$ cat config.mk
export PLATFORM = sky130hd
export DESIGN_NAME = stdcore_spram_arb
export DESIGN_NICKNAME = d
export VERILOG_FILES = /design/src/rtl/stdcore_spram_arb.sv
export SDC_FILE = /design/constraint.sdc
export NUM_CORES = 1
export LEC_CHECK = 0
export CAP_MARGIN = 40
export CORE_AREA = 2 2 80 82
export DETAILED_ROUTE_END_ITERATION = 6
export DIE_AREA = 0 0 82 84
export PLACE_DENSITY = 0.72
export SYNTH_ARGS = -nofsm -noshare
export SYNTH_HDL_FRONTEND = slang
export SYNTH_SLANG_ARGS = --single-unit
export TNS_END_PERCENT = 50
$ cat constraint.sdc
create_clock -name clk -period 2.8 [get_ports clk]
set_input_delay 0.56 -clock clk [delete_from_list [all_inputs] [get_ports clk]]
set_output_delay 0.56 -clock clk [all_outputs]
set_load 0.1 [all_outputs]
$ cat src/rtl/stdcore_spram_arb.sv
// Two-port arbiter in front of one stdcore_spram; define SPRAM_ARB_RR_EN
// for round-robin arbitration when free (default: port 0 has priority).
module stdcore_spram_arb #(
  parameter int DW = 32,
  parameter int AW = 10
) (
  input  logic          clk,
  input  logic          rst_n,
  input  logic          p0_valid,
  output logic          p0_ready,
  input  logic          p0_we,
  input  logic          p0_lock,
  input  logic [AW-1:0] p0_addr,
  input  logic [DW-1:0] p0_wdata,
  output logic          p0_rvalid,
  input  logic          p1_valid,
  output logic          p1_ready,
  input  logic          p1_we,
  input  logic          p1_lock,
  input  logic [AW-1:0] p1_addr,
  input  logic [DW-1:0] p1_wdata,
  output logic          p1_rvalid,
  output logic [DW-1:0] rdata,
  output logic          ram_ce_n,
  output logic          ram_we_n,
  output logic [AW-1:0] ram_addr,
  output logic [DW-1:0] ram_wdata,
  input  logic [DW-1:0] ram_rdata
);

  localparam logic [1:0] FREE = 2'd0;
  localparam logic [1:0] OWN0 = 2'd1;
  localparam logic [1:0] OWN1 = 2'd2;

  logic [1:0] state_q, state_d;
  logic [1:0] rd_pend_q, rd_pend_d;
  logic       g0, g1;
  logic       free_pick1;

`ifdef SPRAM_ARB_RR_EN
  logic rr_q, rr_d;

  assign free_pick1 = p1_valid & (~p0_valid | rr_q);
  assign rr_d = (state_q == FREE && (g0 || g1)) ? ~rr_q : rr_q;

  always_ff @(posedge clk or negedge rst_n) begin
    if (!rst_n) rr_q <= 1'b0;
    else        rr_q <= rr_d;
  end
`else
  assign free_pick1 = p1_valid & ~p0_valid;
`endif

  // Grants are gated by rst_n so nothing issues while reset is held.
  always_comb begin
    g0 = 1'b0;
    g1 = 1'b0;
    if (rst_n) begin
      unique case (1'b1)
        (state_q == OWN0): g0 = p0_valid;
        (state_q == OWN1): g1 = p1_valid;
        default: begin
          g1 = free_pick1;
          g0 = p0_valid & ~free_pick1;
        end
      endcase
    end
  end

  assign p0_ready = g0;
  assign p1_ready = g1;

  assign ram_ce_n  = ~(g0 | g1);
  assign ram_we_n  = g1 ? ~p1_we : (g0 ? ~p0_we : 1'b1);
  assign ram_addr  = g1 ? p1_addr : p0_addr;
  assign ram_wdata = g1 ? p1_wdata : p0_wdata;

  always_comb begin
    state_d = state_q;
    if (g0)      state_d = p0_lock ? OWN0 : FREE;
    else if (g1) state_d = p1_lock ? OWN1 : FREE;
  end

  assign rd_pend_d = {g1 & ~p1_we, g0 & ~p0_we};

  always_ff @(posedge clk or negedge rst_n) begin
    if (!rst_n) begin
      state_q   <= FREE;
      rd_pend_q <= 2'b00;
    end else begin
      state_q   <= state_d;
      rd_pend_q <= rd_pend_d;
    end
  end

  assign p0_rvalid = rd_pend_q[0];
  assign p1_rvalid = rd_pend_q[1];
  assign rdata     = ram_rdata;

endmodule

==> qor.yml <==
ys_ff_latch: 4
yosysTopAreaCellShare_pct: 32.3
finalHoldViolCount: 0
path_class: "flip-flop to primary output"
grt_max_degree: 17
synth_nets: 228
row_count: 29
final_nets: 346
hp-class: "input port to async pin"
drcViolationCount: 0
n_antenna_cell: 0
maxCapViolCount: 0
tns_ns: 0
fp.dieW_um: 82
timing.final.crit_share_pct: 96.8
drive_gt1_share_pct: 50.5
synthMostInstantiatedCell: "buf_4"
gp_congestion: 0.664
synth_cells: 102
synth_flop_cell: "dfrtp_1"
ys_top_cells_by_count: "buf_4 (33), mux2_2 (28), mux2_1 (14)"
synth.area.top_cells: "mux2_2 (32%), buf_4 (25%), mux2_1 (16%), dfrtp_1 (10%), ha_1 (2.6%)"
grtUsageTotal_pct: 12.0
crit_fanout: 8
syn-cell-area_um2: 976
die-area_um2: 6890
cellPowerDensity_nw_per_um2: 835
gr-total-overflow: 0
wl_um: 4790
switchingPower_mw: 1.37
ios: 204
status: "finished, final reports clean"
synth_edf_count: 0
cp.arrival_ns: 2.15
critPathLaunchType: "flip-flop"
clock_power_share_pct: 4.8
insertion_delay_ns: 0.21
n_fill_cell: 553
pwr-share-comb_pct: 91.5
async_flop_share_pct: 100
dp.cells: 286
critPathRequiredTime_ns: 2.24
cts.htree.levels: 1
avgRoutedWirePerCell_um: 16.2
dr.pass1.iters: 4
cts_sinks: 4
cp-startpoint: "state_q[0]$_DFFE_PN0P_"
sequentialPowerShare_pct: 3.6
root_buffer: "clkbuf_8"
io_buffers: 139
relSlewSlack_pct: 77.3
yosysSeqAreaShare_pct: 10.3
stdcell_count: 295
finalSetupViolations: 0
postLayoutCellArea_um2: 2930
placed_cell_area_um2: 2710
fmax_ghz: 0.369
vias: 1183
cts_buffers: 3
switching_share_pct: 55.9
cp-end-kind: "primary output"
slew_viol_final: 0
grt_pass1_wl_um: 6310
rsz0062_at_grt: "false"
yosysTopAreaCell: "mux2_2"
clk_path_buf_depth: 2
ys_types: 16
drtIter0Drc: 8
initial_utilization_pct: 16.0
die_h_um: 84
antenna_found_initial: 0
skew_ns: 0.00162
core-area_um2: 6100
cts_tree: "yes"
peakVddDrop_uv: 510
fin_crit_ns: 2.71
hpwl_um: 3810
r2r-start: "state_q[0]$_DFFE_PN0P_"
grt_pass1_vias: 1187
ff2ff_path_depth: 9
avgSynthCellArea_um2: 9.57
power.internal_mw: 1.08
yosys_warnings: 0
cts_hold_buf: 0
antenna_left: 0
syn_to_final_growth_pct: 200
worst_pin_slew_ns: 0.339
cts.clk_slew.worst_paths_ns: 0.03
post_drt_via_cell_ratio: 4.01
cellLeakagePower_nw: 1.23
[metrics by stage]
step	hold slack, ns	setup slack (ns)	util [%]	power (mW)
CTS	0.581	-0.0367	46.4	2.37
global placement	0.542	-0.0324	44.5	2.16
global route	0.317	0.0000899	48.0	2.52
floorplan	0.264	-0.191	-	1.58
detailed placement	0.568	-0.0357	44.5	2.17
finish	0.297	0.0886	48.0	2.44
[area by class of cell]
class                      instances  area, um2  area share, %
timing repair buffer             150       2020           69.0
inverter                           3       11.3          0.385
clock buffer                       3       41.3           1.41
sequential                         4        100           3.42
tap                               77       96.3           3.29
multi-input combinational         58        658           22.5
[registers in the layout, indices dropped and copies added, names as in the netlist]
name,cells
state_q,2
rd_pend_q,2
[final timing paths]
path                       slack [ns]                      to
hold / removal                   0.30  state_q[1]$_DFFE_PN0P_
max in group asynchronous        2.40  rd_pend_q[0]$_DFF_PN0_
setup reg to reg                 0.87  state_q[1]$_DFFE_PN0P_
setup / recovery                 0.09                ram_ce_n
min in group clk                 0.60  state_q[0]$_DFFE_PN0P_
hold reg to reg                  0.60  state_q[0]$_DFFE_PN0P_
[critical path: stages, from the launching register on]
cell and delay (ns):
dfrtp_1 0.38, inv_2 0.10, ha_4 0.22, nor2_2 0.13, a211oi_4 0.06, buf_6 0.15, buf_12 0.14, buf_12 0.14
buf_4 0.13, buf_4 0.15, nor2_2 0.15, buf_12 0.19
[cells in the final DEF, fill, tap and decap left out, drive strengths merged]
master,netlist,routed
mux2i,2,2
nand2,4,4
clkbuf,0,4
buf,37,58
ha,2,2
nor2,3,3
mux2,42,42
nor2b,1,1
a211oi,1,1
clkdlybuf4s50,0,88
o211ai,1,1
and2,1,1
o31ai,1,1
dlymetal6s2s,0,3
dfrtp,4,4
inv,3,3
[kinds of logic after synthesis]
kind of cell    after synthesis  share of synthesized area (%)
compound gates                3                           2.82
flops                         4                           10.3
fa+ha+maj                     2                           2.56
simple gates                  9                           3.97
buf+inv                      40                           29.9
mux                          44                           50.5
[metal layers]
metal,track usage [%],wire (um)
met1,12.2,1500
met2,22.6,2640
met3,4.33,636
met4,2.58,10
met5,0,0
[power groups by stage]
stage                     Sequential (mW)  Combinational (mW)  Clock (mW)
final                              0.0882                2.24       0.118
after global placement             0.0845                2.07           0
after global routing               0.0903                2.31       0.124
after floorplan                     0.112                1.47           0
after detailed placement           0.0848                2.08           0
after CTS                          0.0841                2.17       0.123
[repair_timing]
| action | in CTS | in global routing |
|---|---|---|
| gates resized for setup | 21 | 17 |
| cloned | 1 | 1 |
| setup endpoints to repair | 16 | 39 |
| setup buffers | 1 | 3 |
| pin swaps | 1 | 2 |
(Power assumes the default switching activity.)
